--- config.mk ---
export PLATFORM = sky130hd
export DESIGN_NAME = urv_mem_arbiter
export DESIGN_NICKNAME = d
export VERILOG_FILES = /design/src/rtl/urv_mem_pkg.sv /design/src/rtl/urv_mem_arbiter.sv
export SDC_FILE = /design/constraint.sdc
export NUM_CORES = 1
export LEC_CHECK = 0
export BUFFER_PORTS_ARGS = -buffer_cell sky130_fd_sc_hd__buf_2
export CORE_AREA = 4 4 98 100
export DETAILED_ROUTE_END_ITERATION = 6
export DIE_AREA = 0 0 102 104
export PLACE_DENSITY = 0.75
export SYNTH_ARGS = -nofsm -noshare
export SYNTH_HDL_FRONTEND = slang
export SYNTH_SLANG_ARGS = --single-unit
--- constraint.sdc ---
create_clock -name clk_i -period 2.9 [get_ports clk_i]
set_input_delay 0 -clock clk_i [delete_from_list [all_inputs] [get_ports clk_i]]
set_output_delay 0 -clock clk_i [all_outputs]
set_load 0.005 [all_outputs]
--- src/rtl/urv_mem_pkg.sv ---
// rtl/urv_mem_pkg.sv - shared types for the uRV IM/DM memory arbiter
package urv_mem_pkg;

  typedef enum logic [1:0] {
    OWN_NONE  = 2'd0,
    OWN_IM    = 2'd1,
    OWN_LOAD  = 2'd2,
    OWN_STORE = 2'd3
  } owner_t;

  localparam int CNT_W = 4;

endpackage

--- src/rtl/urv_mem_arbiter.sv ---
// rtl/urv_mem_arbiter.sv - shares one single-port RAM between uRV fetch and data ports
module urv_mem_arbiter
  import urv_mem_pkg::*;
#(
  parameter  int MEM_SIZE     = 16384,
  parameter  int DM_BURST_MAX = 4,
  localparam int AW           = $clog2(MEM_SIZE)
) (
  input  logic          clk_i,
  input  logic          rst_n_i,
  input  logic [31:0]   im_addr_i,
  output logic [31:0]   im_data_o,
  output logic          im_valid_o,
  input  logic [31:0]   dm_addr_i,
  input  logic [31:0]   dm_data_s_i,
  input  logic [3:0]    dm_data_select_i,
  input  logic          dm_store_i,
  input  logic          dm_load_i,
  output logic          dm_ready_o,
  output logic [31:0]   dm_data_l_o,
  output logic          dm_load_done_o,
  output logic          dm_store_done_o,
  output logic [AW-1:0] ram_addr_o,
  output logic [31:0]   ram_wdata_o,
  output logic [3:0]    ram_we_o,
  output logic          ram_en_o,
  input  logic [31:0]   ram_rdata_i
);

  owner_t             owner_q, owner_d;
  logic [CNT_W-1:0]   cnt_q, cnt_d;
  logic [31:0]        im_hold_q, dl_hold_q;
  logic               dm_req, force_im, grant_dm, grant_store;

  assign dm_req      = dm_load_i | dm_store_i;
  assign force_im    = (cnt_q == CNT_W'(DM_BURST_MAX));
  assign grant_dm    = dm_req & ~force_im;
  // Store wins over a simultaneous (illegal) load.
  assign grant_store = grant_dm & dm_store_i;
  assign dm_ready_o  = ~force_im;

  always_comb begin
    owner_d = OWN_IM;
    cnt_d   = '0;
    if (grant_dm) begin
      owner_d = dm_store_i ? OWN_STORE : OWN_LOAD;
      cnt_d   = (cnt_q == '1) ? cnt_q : cnt_q + 1'b1;
    end
  end

  assign ram_en_o    = 1'b1;
  assign ram_addr_o  = grant_dm ? dm_addr_i[AW+1:2] : im_addr_i[AW+1:2];
  assign ram_we_o    = grant_store ? dm_data_select_i : 4'b0000;
  assign ram_wdata_o = dm_data_s_i;

  always_ff @(posedge clk_i or negedge rst_n_i) begin
    if (!rst_n_i) begin
      owner_q   <= OWN_NONE;
      cnt_q     <= '0;
      im_hold_q <= '0;
      dl_hold_q <= '0;
    end else begin
      owner_q <= owner_d;
      cnt_q   <= cnt_d;
      if (owner_q == OWN_IM)   im_hold_q <= ram_rdata_i;
      if (owner_q == OWN_LOAD) dl_hold_q <= ram_rdata_i;
    end
  end

  // Responses come straight from the RAM in the cycle after the grant; holds keep the last word.
  assign im_valid_o      = (owner_q == OWN_IM);
  assign im_data_o       = im_valid_o ? ram_rdata_i : im_hold_q;
  assign dm_load_done_o  = (owner_q == OWN_LOAD);
  assign dm_data_l_o     = dm_load_done_o ? ram_rdata_i : dl_hold_q;
  assign dm_store_done_o = (owner_q == OWN_STORE);

  logic unused_addr_bits;
  assign unused_addr_bits = ^{im_addr_i[31:AW+2], im_addr_i[1:0], dm_addr_i[31:AW+2], dm_addr_i[1:0]};

  a_load_store_excl: assert property (@(posedge clk_i) disable iff (!rst_n_i) !(dm_load_i && dm_store_i));

endmodule
Word-level counts from Yosys, hierarchy flattened
Cells that the tools add are included.
{ "totals": {"in_bits": 136, "mem_bits_rw": 0, "reg_bits": 70, "word_cells": 23, "latchBits": 0, "memories": 0, "out_inout_bits": 119, "mem_bits_ro": 0} }
{ "op_classes": {"n_shift": 0, "eq_ne": 6, "n_reduce_logical": 0, "n_bitwise": 4, "magnitude_cmp": 0, "mul": 0, "addsub": 1, "muxes": 8, "n_div": 0} }
{ "ops": {"columns": ["op", "n"], "rows": [
  ["32-bit 2-to-1 mux", 2],
  ["14-bit 2-to-1 mux", 1],
  ["4-bit 2-to-1 mux", 3],
  ["4-bit by 1-bit adder with 4-bit output, second input constant", 1],
  ["2-bit == test, second input constant", 2],
  ["4-bit by 3-bit == test with 1-bit output, second input constant", 1],
  ["4-bit == test, second input constant", 1],
  ["1-bit AND", 2],
  ["2-bit by 1-bit == test with 1-bit output, second input constant", 1],
  ["2-bit 2-to-1 mux", 1],
  ["2-bit != test, second input constant", 1],
  ["1-bit 2-to-1 mux", 1],
  ["1-bit NOT", 1],
  ["1-bit OR", 1]
]} }

Logic depth before layout (Yosys ltp)
Gate-level depths: netlist (run 1).
{ "depth": {"word_depth": 5, "mapped_depth": 6, "ltp_nobuf": 5} }

Worst setup path before layout (run 1)
OpenSTA, ideal clock, no wires.
{ "synth_path": {"kind": "reg-to-reg", "startpoint": "register cnt_q[0]", "endpoint": "register owner_q[0]", "path_stages_with_launch": 7, "required_time_ns": 2.773, "path_buffers": 1, "synth_period_minus_slack_ns": 1.428, "setup_ns": 0.127, "arrival_time_ns": 1.301, "slack_ns": 1.472, "cell_sequence": "dfrtp_1 -> inv_1 -> ha_1 -> nand3b_4 -> o21ai_4 -> buf_12 -> or2_2"} }
{ "synth_between": {"elab_chain_cells": 4} }
{ "synth_rtl": {"columns": ["item", "line_no", "text"], "rows": [
  ["start: declaration", "urv_mem_arbiter.sv:31", "logic [CNT_W-1:0] cnt_q, cnt_d;"],
  ["start signal: assignment", "urv_mem_arbiter.sv:64", "cnt_q <= cnt_d;"],
  ["4-bit by 3-bit == test with 1-bit output", "urv_mem_arbiter.sv:36", "assign force_im = (cnt_q == CNT_W'(DM_BURST_MAX));"],
  ["1-bit NOT", null, null],
  ["named net dm_ready_o", "urv_mem_arbiter.sv:19", "output logic dm_ready_o,"],
  ["1-bit AND", "urv_mem_arbiter.sv:37", "assign grant_dm = dm_req & ~force_im;"],
  ["2-bit 2-to-1 mux", "urv_mem_arbiter.sv:45", "if (grant_dm) begin"],
  ["named net owner_d[0]", "urv_mem_arbiter.sv:30", "owner_t owner_q, owner_d;"],
  ["end signal: assignment", "urv_mem_arbiter.sv:63", "owner_q <= owner_d;"],
  ["end: declaration", "urv_mem_arbiter.sv:30", null]
]} }
The timed path passes the listed nets, and every way through them passes these cells.
A chain may end at the register's enable or synchronous reset.

Final worst setup path (run 1)
{ "layout_path": {"startpoint": "register owner_q[0]", "endpoint": "output port dm_data_l_o[13]"} }
{ "layout_between": {"elab_chain_cells": 2} }
{ "layout_rtl": {"columns": ["item", "line_no", "text"], "rows": [
  ["2-bit == test", "urv_mem_arbiter.sv:73", "assign dm_load_done_o = (owner_q == OWN_LOAD);"],
  ["32-bit 2-to-1 mux", "urv_mem_arbiter.sv:74", "assign dm_data_l_o = dm_load_done_o ? ram_rdata_i : dl_hold_q;"],
  ["end: declaration", "urv_mem_arbiter.sv:20", "output logic [31:0] dm_data_l_o,"]
]} }
No other way between the ends.

==> flow_summary.yaml, run 1 <==
timing:
  rsz0062_at_grt: "no"
  hold_viol_final: 0
  final.setup.tns_ns: 0
  setup_viol: 0
  clock.fmax_ghz: 0.498
  finClkSkew_ns: 0.00756
  worstMarginPinSlew_ns: 0.864
  finalCriticalPeriod_ns: 2.01
  finalWorstSetupSlack_ns: 0.890
  period_share_pct: 69.3
  slew_viol_final: 0
  slew_headroom_pct: 42.4
floorplan:
  core.rowCount: 34
  start_util_pct: 36.6
  die_x_um: 102
  core_um2: 8680
  io_pins: 255
  dieArea_um2: 10600
  dieHeight_um: 104
cts:
  cts_max_path_buffers: 2
  cts_buffers: 9
  clk_pin_slew_ns: 0.07
  cts_tree: "yes"
  cts_sinks: 70
  root_buffer: "clkbuf_8"
  h-tree-depth: 3
  clk_latency_ns: 0.33
finish:
  antenna_cells: 0
  nets: 518
  syn_to_final_growth_pct: 35.0
  drive_gt1_share_pct: 67.2
worst_setup_path:
  cp-startpoint: "owner_q[0]"
  critical-path-top-delay-family: "buffers and inverters"
  worstSetupPathType: "flip-flop to output port"
  required_ns: 2.90
  slowest_delay_ns: 0.42
  crit_chain: "nor2b_4 > buf_4 > mux2_2 > buf_2"
  critPathBufInv: 2
  path_max_fanout: 24
  r2r_start: "owner_q[0]"
  crit_arrival_ns: 2.01
  start_kind: "flip-flop"
  end_kind: "output port"
  critPathSlowestCell: "dfrtp_1"
drt:
  drt_iter0_markers: 27
  wl_um: 7710
  first_pass_iters: 3
  via_per_inst: 4.62
  met1Wirelength_um: 2760
  dr_wl_met2_um: 4030
  met3_length_um: 777
  ant_nets: 0
  drc_errors: 0
  highest_layer: "met4"
  wl_per_cell_um: 15.7
  vias: 2272
worst_hold_path:
  hold_path_class: "primary input to output port"
  hold_path_startpoint: "dm_data_s_i[17]"
synth:
  synth_nets: 360
  synthDistinctLibCells: 25
  seq_area_frac_synth_pct: 55.1
  async_flop_share_pct: 100
  syn_area_per_cell_um2: 14.3
  synth_flop_cell: "dfrtp_1"
  syn_inst: 222
  ys.warnings.count: 0
  synth-edff-count: 0
  synth_area_um2: 3180
  ys_ff_latch: 70
global_routing:
  grt_start_max_net_pins: 35
  grt_pass1_vias: 2403
  grt_antenna_before_repair: 0
  grtUsageTotal_pct: 14.2
  grt_pass1_wl_um: 11900
  gr-total-overflow: 0
place:
  hpwl_um: 5650
  post-place-ws_ns: 1.21
  place.gp.congestion: 0.726
  io_buffers: 153
status:
  outcome: "complete, no violations"
power_and_ir_drop:
  power_density_nw_per_um2: 910
  ir_drop_v: 0.000356
  p_leak_nw: 2.11
flow_run:
  maxCapViolations: 0
==> path summary, 6_finish.rpt <==
kind                                   end  slack (ns)  depth (start not counted)
min                        ram_wdata_o[17]    0.000002                          0
min reg2reg                  im_hold_q[15]        0.49                          1
min in group asynchronous    im_hold_q[16]        0.30                          2
max reg2reg                  dl_hold_q[20]        1.23                          3
max in group asynchronous    im_hold_q[19]        1.82                          3
max                        dm_data_l_o[13]        0.89                          4
==> registers in the layout (all words and copies together) (netlist names) <==
register,flops
cnt_q,4
im_hold_q,32
dl_hold_q,32
owner_q,2
==> Yosys cell counts, drive strengths merged (2+ instances only) <==
cell | n | area [µm²]
o22ai | 3 | 18.8
mux2 | 78 | 897
dfrtp | 70 | 1750
and3 | 4 | 30.0
nand2 | 2 | 7.51
nor2 | 2 | 7.51
nand3 | 2 | 10.0
buf | 42 | 315
inv | 4 | 15.0
ha | 2 | 25.0
o21ai | 3 | 26.3
==> power breakdown <==
part           internal (mW)  switching, mW  leakage [nW]  total (mW)
Sequential              1.45          0.141         0.819        1.59
Combinational          0.926          0.733          1.21        1.66
Clock                  0.303          0.353        0.0848       0.657
Total                   2.68           1.23          2.11        3.90
==> cell type report <==
type | instances | area [µm²]
fill | 785 | 4390
clock inverter | 6 | 40.0
clock buffer | 9 | 124
timing repair buffer | 189 | 1120
sequential | 70 | 1750
inverter | 4 | 15.0
tap | 108 | 135
multi-input combinational | 106 | 1100
==> through the flow <==
stage / hold WS, ns / instances / cell area, µm² / utilization (%) / power, mW
detailed placement: 0.0000346 / 444 / 3790 / 43.7 / 3.26
global route: 0.00000795 / 492 / 4290 / 49.4 / 4.21
global placement: 0.0000346 / 444 / 3790 / 43.7 / 3.19
floorplan: -0.296 / 222 / 3180 / - / 2.55
CTS: 0.0000346 / 492 / 4290 / 49.4 / 3.97
finish: 0.00000199 / 492 / 4290 / 49.4 / 3.90
==> logic make-up after synthesis <==
| group | count (synthesis) | synth area share [%] |
|---|---|---|
| AO/OA/AOI/OAI | 8 | 1.77 |
| adder cells (fa/ha/maj) | 2 | 0.788 |
| buffers and inverters | 46 | 10.4 |
| flip-flops | 70 | 55.1 |
| multiplexers | 78 | 28.2 |
| other | 1 | 0.118 |
| AND/OR/NAND/NOR | 17 | 3.55 |
==> metal layers <==
layer  vias up  global-route usage [%]
li1       1048                       -
met1      1103                    15.3
met2        98                    24.8
met3        23                    4.90
met4         0                    5.62
met5         -                       0
==> what timing repair did <==
action,4_1_cts,5_1_grt
hold endpoints to repair,96,0
hold buffers,33,0
setup buffers,0,0
resized for setup,0,0
==> layout by cell type (no fill, tap or decap) <==
| cell type | n |
|---|---|
| a31oi_1 | 1 |
| nand2_1 | 2 |
| nand2b_2 | 1 |
| o22ai_1 | 3 |
| buf_2 | 153 |
| clkinv_4 | 2 |
| or2_2 | 1 |
| mux2_4 | 5 |
| dfrtp_1 | 70 |
| nor3_1 | 1 |
| nor3b_1 | 1 |
| inv_1 | 4 |
| and2_1 | 1 |
| mux2_2 | 73 |
| dlygate4sd3_1 | 33 |
| conb_1 | 1 |
| o21ai_0 | 2 |
| clkinv_2 | 3 |
| nand3b_4 | 1 |
| buf_4 | 3 |
| nor2_1 | 2 |
| clkinvlp_4 | 1 |
| nor2b_4 | 1 |
| nand3_1 | 2 |
| ha_1 | 2 |
| o21ai_4 | 1 |
| and3_2 | 4 |
| a21oi_1 | 1 |
| clkbuf_8 | 9 |
(Power assumes the default switching activity.)
==> inputs of run 2 (changes only) <==
--- a/config.mk
+++ b/config.mk
@@ -5,11 +5,12 @@
 export SDC_FILE = /design/constraint.sdc
 export NUM_CORES = 1
 export LEC_CHECK = 0
+export ABC_AREA = 1
 export BUFFER_PORTS_ARGS = -buffer_cell sky130_fd_sc_hd__buf_2
-export CORE_AREA = 4 4 98 100
+export CORE_MARGIN = 4
+export CORE_UTILIZATION = 40
 export DETAILED_ROUTE_END_ITERATION = 6
-export DIE_AREA = 0 0 102 104
-export PLACE_DENSITY = 0.75
+export PLACE_DENSITY = 0.81
 export SYNTH_ARGS = -nofsm -noshare
 export SYNTH_HDL_FRONTEND = slang
 export SYNTH_SLANG_ARGS = --single-unit
==> constraint.sdc (replaced) <==
create_clock -name clk_i -period 2 [get_ports clk_i]
set_input_delay 0 -clock clk_i [delete_from_list [all_inputs] [get_ports clk_i]]
set_output_delay 0 -clock clk_i [all_outputs]
set_load 0.005 [all_outputs]
==> run 2 against run 1 <==
  * Sequential power increased by 38%
  * Highest routed layer unchanged
  * Synthesized area is 2.9% higher
  * Critical path depth increased by 4
  * Count of clock-buffer cells in the layout up 1
  * Cell count up 27%
  * Utilization is 6.8 points higher
  * Worst hold slack barely moved
  * Largest power group is now registers
  * Combinational power rose by 27%
  * Non-clock buffer count grew 2
  * Sequential share of layout area fell by 1.2 points
  * Total power increased by 41%
  * Clock skew about the same
==> flow_summary.yaml, run 2 <==
worst_setup_path:
  path_max_fanout: 18
  worstSetupPathType: "flip-flop to output port"
  critPathSlowestCell: "dfrtp_1"
  start_kind: "flip-flop"
  slowest_delay_ns: 0.40
  crit_arrival_ns: 1.79
  critPathBufInv: 3
  cp_common_cell: "nand2_1"
  critical-path-top-delay-family: "buffers and inverters"
  end_kind: "output port"
  crit_chain: "inv_1 > ha_1 > nand3_4 > nand2_4 > inv_2 > nand2_1 > nand2_1 > buf_2"
  required_ns: 2.00
timing:
  slew_viol_final: 0
  finalCriticalPeriod_ns: 1.79
  period_share_pct: 89.7
  finClkSkew_ns: 0.00737
  worstMarginPinSlew_ns: 0.608
  setup_viol: 0
  rsz0062_at_grt: "no"
  final.setup.tns_ns: 0
  slew_headroom_pct: 59.5
  hold_viol_final: 0
  clock.fmax_ghz: 0.557
power_and_ir_drop:
  power.share.sequential_pct: 39.9
  switching_share_pct: 34.0
  p_leak_nw: 2.51
  power_density_nw_per_um2: 1250
  combPwrFrac_pct: 38.0
  pwr-share-clk_pct: 22.1
  ir_drop_v: 0.000496
  p_int_mw: 3.65
  report.power.total_mw: 5.52
  p_switching_mw: 1.88
synth:
  syn_inst: 365
  yosysMostFrequentCell: "nand2_1"
  synth_area_um2: 3270
  ys.warnings.count: 0
  synth_nets: 503
  synthDistinctLibCells: 21
  synth_flop_cell: "dfrtp_1"
  netlist_top_cells_count: "nand2_1, dfrtp_1, inv_1, buf_4, o21ai_0"
  async_flop_share_pct: 100
  synth_top_cell_by_area: "dfrtp_1"
  synth-edff-count: 0
  synth_top_cell_area_share_pct: 53.6
  syn_area_per_cell_um2: 8.95
  ys_ff_latch: 70
  seq_area_frac_synth_pct: 53.6
  synth_area_leaders: "dfrtp_1, nand2_1, buf_4"
cts:
  cts_resized: 0
  clk_pin_slew_ns: 0.07
  cts_buffers: 9
  root_buffer: "clkbuf_8"
  h-tree-depth: 3
  cts_max_path_buffers: 2
  clk_latency_ns: 0.34
  cts_sinks: 70
  cts_tree: "yes"
floorplan:
  core.rowCount: 32
  dieArea_um2: 9680
  start_util_pct: 41.6
  dieHeight_um: 98.4
  io_pins: 255
  die_x_um: 98.4
  core_um2: 7850
finish:
  top_regs: "dl_hold_q: 32 flops, im_hold_q: 32 flops, cnt_q: 4 flops"
  syn_to_final_growth_pct: 35.1
  antenna_cells: 0
  drive_gt1_share_pct: 38.1
  mostFrequentLayoutCell: "buf_2"
  final_cell_mix: "buf_2, nand2_1, dfrtp_1"
  nets: 656
place:
  place.gp.congestion: 0.779
  hpwl_um: 6110
  io_buffers: 153
global_routing:
  grtUsageTotal_pct: 17.4
  grt-busiest-layer: "met2"
  grt_pass1_vias: 2999
  grt_start_max_net_pins: 66
  grt_antenna_before_repair: 0
  grt_pass1_wl_um: 13900
  gr-total-overflow: 0
  grt_use_met1_pct: 19.3
  use_met2_pct: 31.0
  grt.met3_usage_pct: 6.36
drt:
  vias: 2848
  wl_um: 8260
  first_pass_iters: 4
  drt_iter0_markers: 102
  wl_per_cell_um: 13.2
  drc_errors: 0
  ant_nets: 0
  via_per_inst: 4.56
worst_hold_path:
  hold_path_class: "primary input to output port"
status:
  outcome: "complete, no violations"
flow_run:
  maxCapViolations: 0
[run 2: routing by layer]
| layer | wire [µm] | vias to the layer above |
|---|---|---|
| li1 | - | 1399 |
| met1 | 3180 | 1283 |
| met2 | 4160 | 152 |
| met3 | 776 | 14 |
| met4 | 138 | 0 |
| met5 | 0 | - |
[run 2: worst paths after layout]
kind | end | cells after the start | slack (ns) | from
min in group asynchronous | im_hold_q[12] | 2 | 0.21 | rst_n_i
hold / removal | ram_wdata_o[4] | 0 | 0.000007 | dm_data_s_i[4]
hold reg to reg | im_hold_q[4] | 2 | 0.47 | im_hold_q[4]
setup reg to reg | owner_q[0] | 6 | 0.62 | cnt_q[0]
max in group asynchronous | im_hold_q[4] | 3 | 1.14 | rst_n_i
setup / recovery | ram_addr_o[9] | 8 | 0.21 | cnt_q[0]
[run 2: through the flow]
step	hold WS [ns]	utilization, %	instances	cell area, µm²	worst slack, ns
5_1_grt	0.0000245	56.3	624	4410	0.0553
4_1_cts	0.0000346	56.3	624	4410	0.159
3_5_place_dp	0.0000346	49.2	575	3860	0.542
6_report	0.00000661	56.3	624	4410	0.206
2_1_floorplan	-0.296	-	365	3270	0.791
3_3_place_gp	0.0000346	49.2	575	3860	0.602
[run 2: cell type report]
cell class,count,area (µm²)
Tap cell,102,128
Inverter,47,176
Fill cell,695,3430
Sequential cell,70,1750
Timing Repair Buffer,191,1170
Multi-Input combinational cell,199,973
Clock buffer,10,128
Clock inverter,5,83.8
[run 2: repair_timing]
action,4_1_cts,5_1_grt
endpoints found under the hold margin,76,0
hold buffers,34,0
setup buffers,0,0
endpoints found under the setup margin,0,0
[run 2: cells by family after synthesis]
group	synth area share, %
AND/OR/NAND/NOR	15.7
buffers and inverters	16.7
flip-flops	53.6
AO/OA/AOI/OAI	12.9
adder cells (fa/ha/maj)	0.766
XOR/XNOR	0.268
other	0.115
[run 2: power groups by stage]
stage,combinational (mW),clock (mW),sequential (mW)
finish,2.10,1.22,2.20
global route,2.38,1.32,2.26
CTS,2.14,1.26,2.21
detailed placement,2.08,0,2.24
global placement,1.99,0,2.20
floorplan,1.22,0,2.18
==> inputs of run 3 (changes only) <==
--- a/config.mk
+++ b/config.mk
@@ -6,11 +6,12 @@
 export NUM_CORES = 1
 export LEC_CHECK = 0
 export ABC_AREA = 1
-export BUFFER_PORTS_ARGS = -buffer_cell sky130_fd_sc_hd__buf_2
-export CORE_MARGIN = 4
-export CORE_UTILIZATION = 40
+export CAP_MARGIN = 20
+export CORE_AREA = 4 4 98 100
 export DETAILED_ROUTE_END_ITERATION = 6
-export PLACE_DENSITY = 0.81
+export DIE_AREA = 0 0 102 104
+export DONT_BUFFER_PORTS = 1
+export HOLD_SLACK_MARGIN = 0.1
 export SYNTH_ARGS = -nofsm -noshare
 export SYNTH_HDL_FRONTEND = slang
 export SYNTH_SLANG_ARGS = --single-unit
==> run 3 against run 2 <==
  * Flip-flop and latch count unchanged
  * Register-to-register slack better by 0.02 ns
  * Worst hold slack better by 0.099 ns
  * Clock skew decreased by 0.00060 ns
  * Non-clock buffer count down 111
  * Largest power group unchanged
  * Critical path depth is 1 lower
  * Critical endpoint is now ram_addr_o[8]
  * Worst setup slack better by 0.089 ns
  * Fmax increased by 5.2%
  * Utilization fell by 9.3 points
  * Via count decreased by 14%
==> flow_summary.yaml, run 3 (synthesis gave the netlist of run 2 again) <==
status:
  outcome: "complete, no violations"
drt:
  drc_errors: 0
  wl_per_cell_um: 16.2
  first_pass_iters: 4
  drt_iter0_markers: 88
  ant_nets: 0
  wl_um: 8410
  vias: 2459
  via_per_inst: 4.74
power_and_ir_drop:
  pwr-share-clk_pct: 24.3
  power.share.sequential_pct: 43.5
  p_leak_nw: 2.05
  combPwrFrac_pct: 32.2
  p_switching_mw: 1.76
  power_density_nw_per_um2: 1240
  p_int_mw: 3.28
  switching_share_pct: 35.0
  ir_drop_v: 0.000570
place:
  io_buffers: 0
  place_area_um2: 3120
  dp.cells: 432
  post-place-ws_ns: 0.615
  hpwl_um: 5220
  place.gp.congestion: 0.722
timing:
  rsz0062_at_grt: "no"
  finClkSkew_ns: 0.00678
  final.setup.tns_ns: 0
  hold_viol_final: 0
  finalWorstSetupSlack_ns: 0.295
  finalCriticalPeriod_ns: 1.71
  slew_viol_final: 0
  clock.fmax_ghz: 0.586
  period_share_pct: 85.3
  setup_viol: 0
worst_setup_path:
  end_kind: "output port"
  worstSetupPathType: "flip-flop to output port"
  slowest_delay_ns: 0.40
  required_ns: 2.00
  cp_common_cell: "nand2_1"
  critical-path-top-delay-family: "simple AND/OR/NAND/NOR gates"
  critPathSlowestCell: "dfrtp_1"
  path_max_fanout: 18
  crit_arrival_ns: 1.71
  crit_chain: "inv_1 > ha_1 > nand3_4 > nand2_4 > inv_2 > nand2_1 > nand2_1"
  critPathBufInv: 2
  start_kind: "flip-flop"
global_routing:
  grt_pass1_wl_um: 13300
  gr-total-overflow: 0
  grtUsageTotal_pct: 15.9
  grt_antenna_before_repair: 0
  grt_pass1_vias: 2601
  grt_start_max_net_pins: 71
cts:
  cts_buffers: 9
  cts_post_setup_buffers_inserted: 0
  h-tree-depth: 3
  cts_max_path_buffers: 2
  cts_resized: 0
  ctsHoldBuffers: 72
  clk_latency_ns: 0.33
  cts_tree: "yes"
  cts_sinks: 70
  root_buffer: "clkbuf_8"
  clk_pin_slew_ns: 0.07
floorplan:
  io_pins: 255
  core.rowCount: 34
  dieHeight_um: 104
  start_util_pct: 37.7
  die_x_um: 102
  dieArea_um2: 10600
  core_um2: 8680
finish:
  antenna_cells: 0
  syn_to_final_growth_pct: 24.6
  top_regs: "dl_hold_q: 32 flops, im_hold_q: 32 flops, cnt_q: 4 flops"
  final_cell_mix: "nand2_1, dlygate4sd3_1, dfrtp_1"
  nets: 545
  mostFrequentLayoutCell: "nand2_1"
  fin_cells: 519
  drive_gt1_share_pct: 12.7
  fin_area_um2: 4070
worst_hold_path:
  hold_path_class: "primary input to output port"
flow_run:
  maxCapViolations: 0
-- run 3: stage by stage --
step | power (mW) | hold slack [ns] | util, %
final | 5.05 | 0.0989 | 46.9
after global routing | 5.43 | 0.106 | 46.9
after CTS | 5.13 | 0.101 | 46.9
after detailed placement | 3.71 | -0.294 | 36.0
after global placement | 3.65 | -0.294 | 36.0
after floorplan | 3.40 | -0.296 | -
-- run 3: power groups by stage --
stage	Sequential [mW]	Clock, mW	Combinational [mW]
after global routing	2.25	1.34	1.84
after global placement	2.20	0	1.44
after floorplan	2.18	0	1.22
after detailed placement	2.23	0	1.48
after CTS	2.20	1.28	1.65
final	2.20	1.23	1.62
-- run 3: metal layers --
| layer | part of all wire (%) | track usage (%) | vias up |
|---|---|---|---|
| met5 | 0 | 0 | - |
| met4 | 2.6 | 6.00 | 0 |
| met3 | 9.3 | 5.43 | 19 |
| met2 | 54 | 28.9 | 138 |
| met1 | 35 | 16.3 | 1131 |
| li1 | - | - | 1171 |
-- run 3: worst reg2reg max path, stage by stage, from the launching register on --
cell and delay (ns):
dfrtp_1 0.40, inv_1 0.08, ha_1 0.22, nand3_4 0.12
nand2_4 0.13, inv_2 0.22, nand2_1 0.07
-- run 3: worst paths after layout --
check / from / end / slack [ns] / cells past startpoint
worst max-delay path: cnt_q[0] / ram_addr_o[8] / 0.29 / 7
min in group asynchronous: rst_n_i / im_hold_q[6] / 0.19 / 2
worst max register to register: cnt_q[0] / owner_q[0] / 0.64 / 6
worst min-delay path: dm_addr_i[6] / ram_addr_o[4] / 0.1 / 2
max in group asynchronous: rst_n_i / im_hold_q[17] / 1.51 / 2
worst min register to register: im_hold_q[17] / im_hold_q[17] / 0.49 / 2
-- run 3: area by class of cell --
cell class / instances / area, µm²
Fill cell: 776 / 4610
Tap cell: 108 / 135
Inverter: 47 / 176
Timing Repair Buffer: 80 / 823
Clock buffer: 9 / 124
Clock inverter: 6 / 87.6
Multi-Input combinational cell: 199 / 973
Sequential cell: 70 / 1750
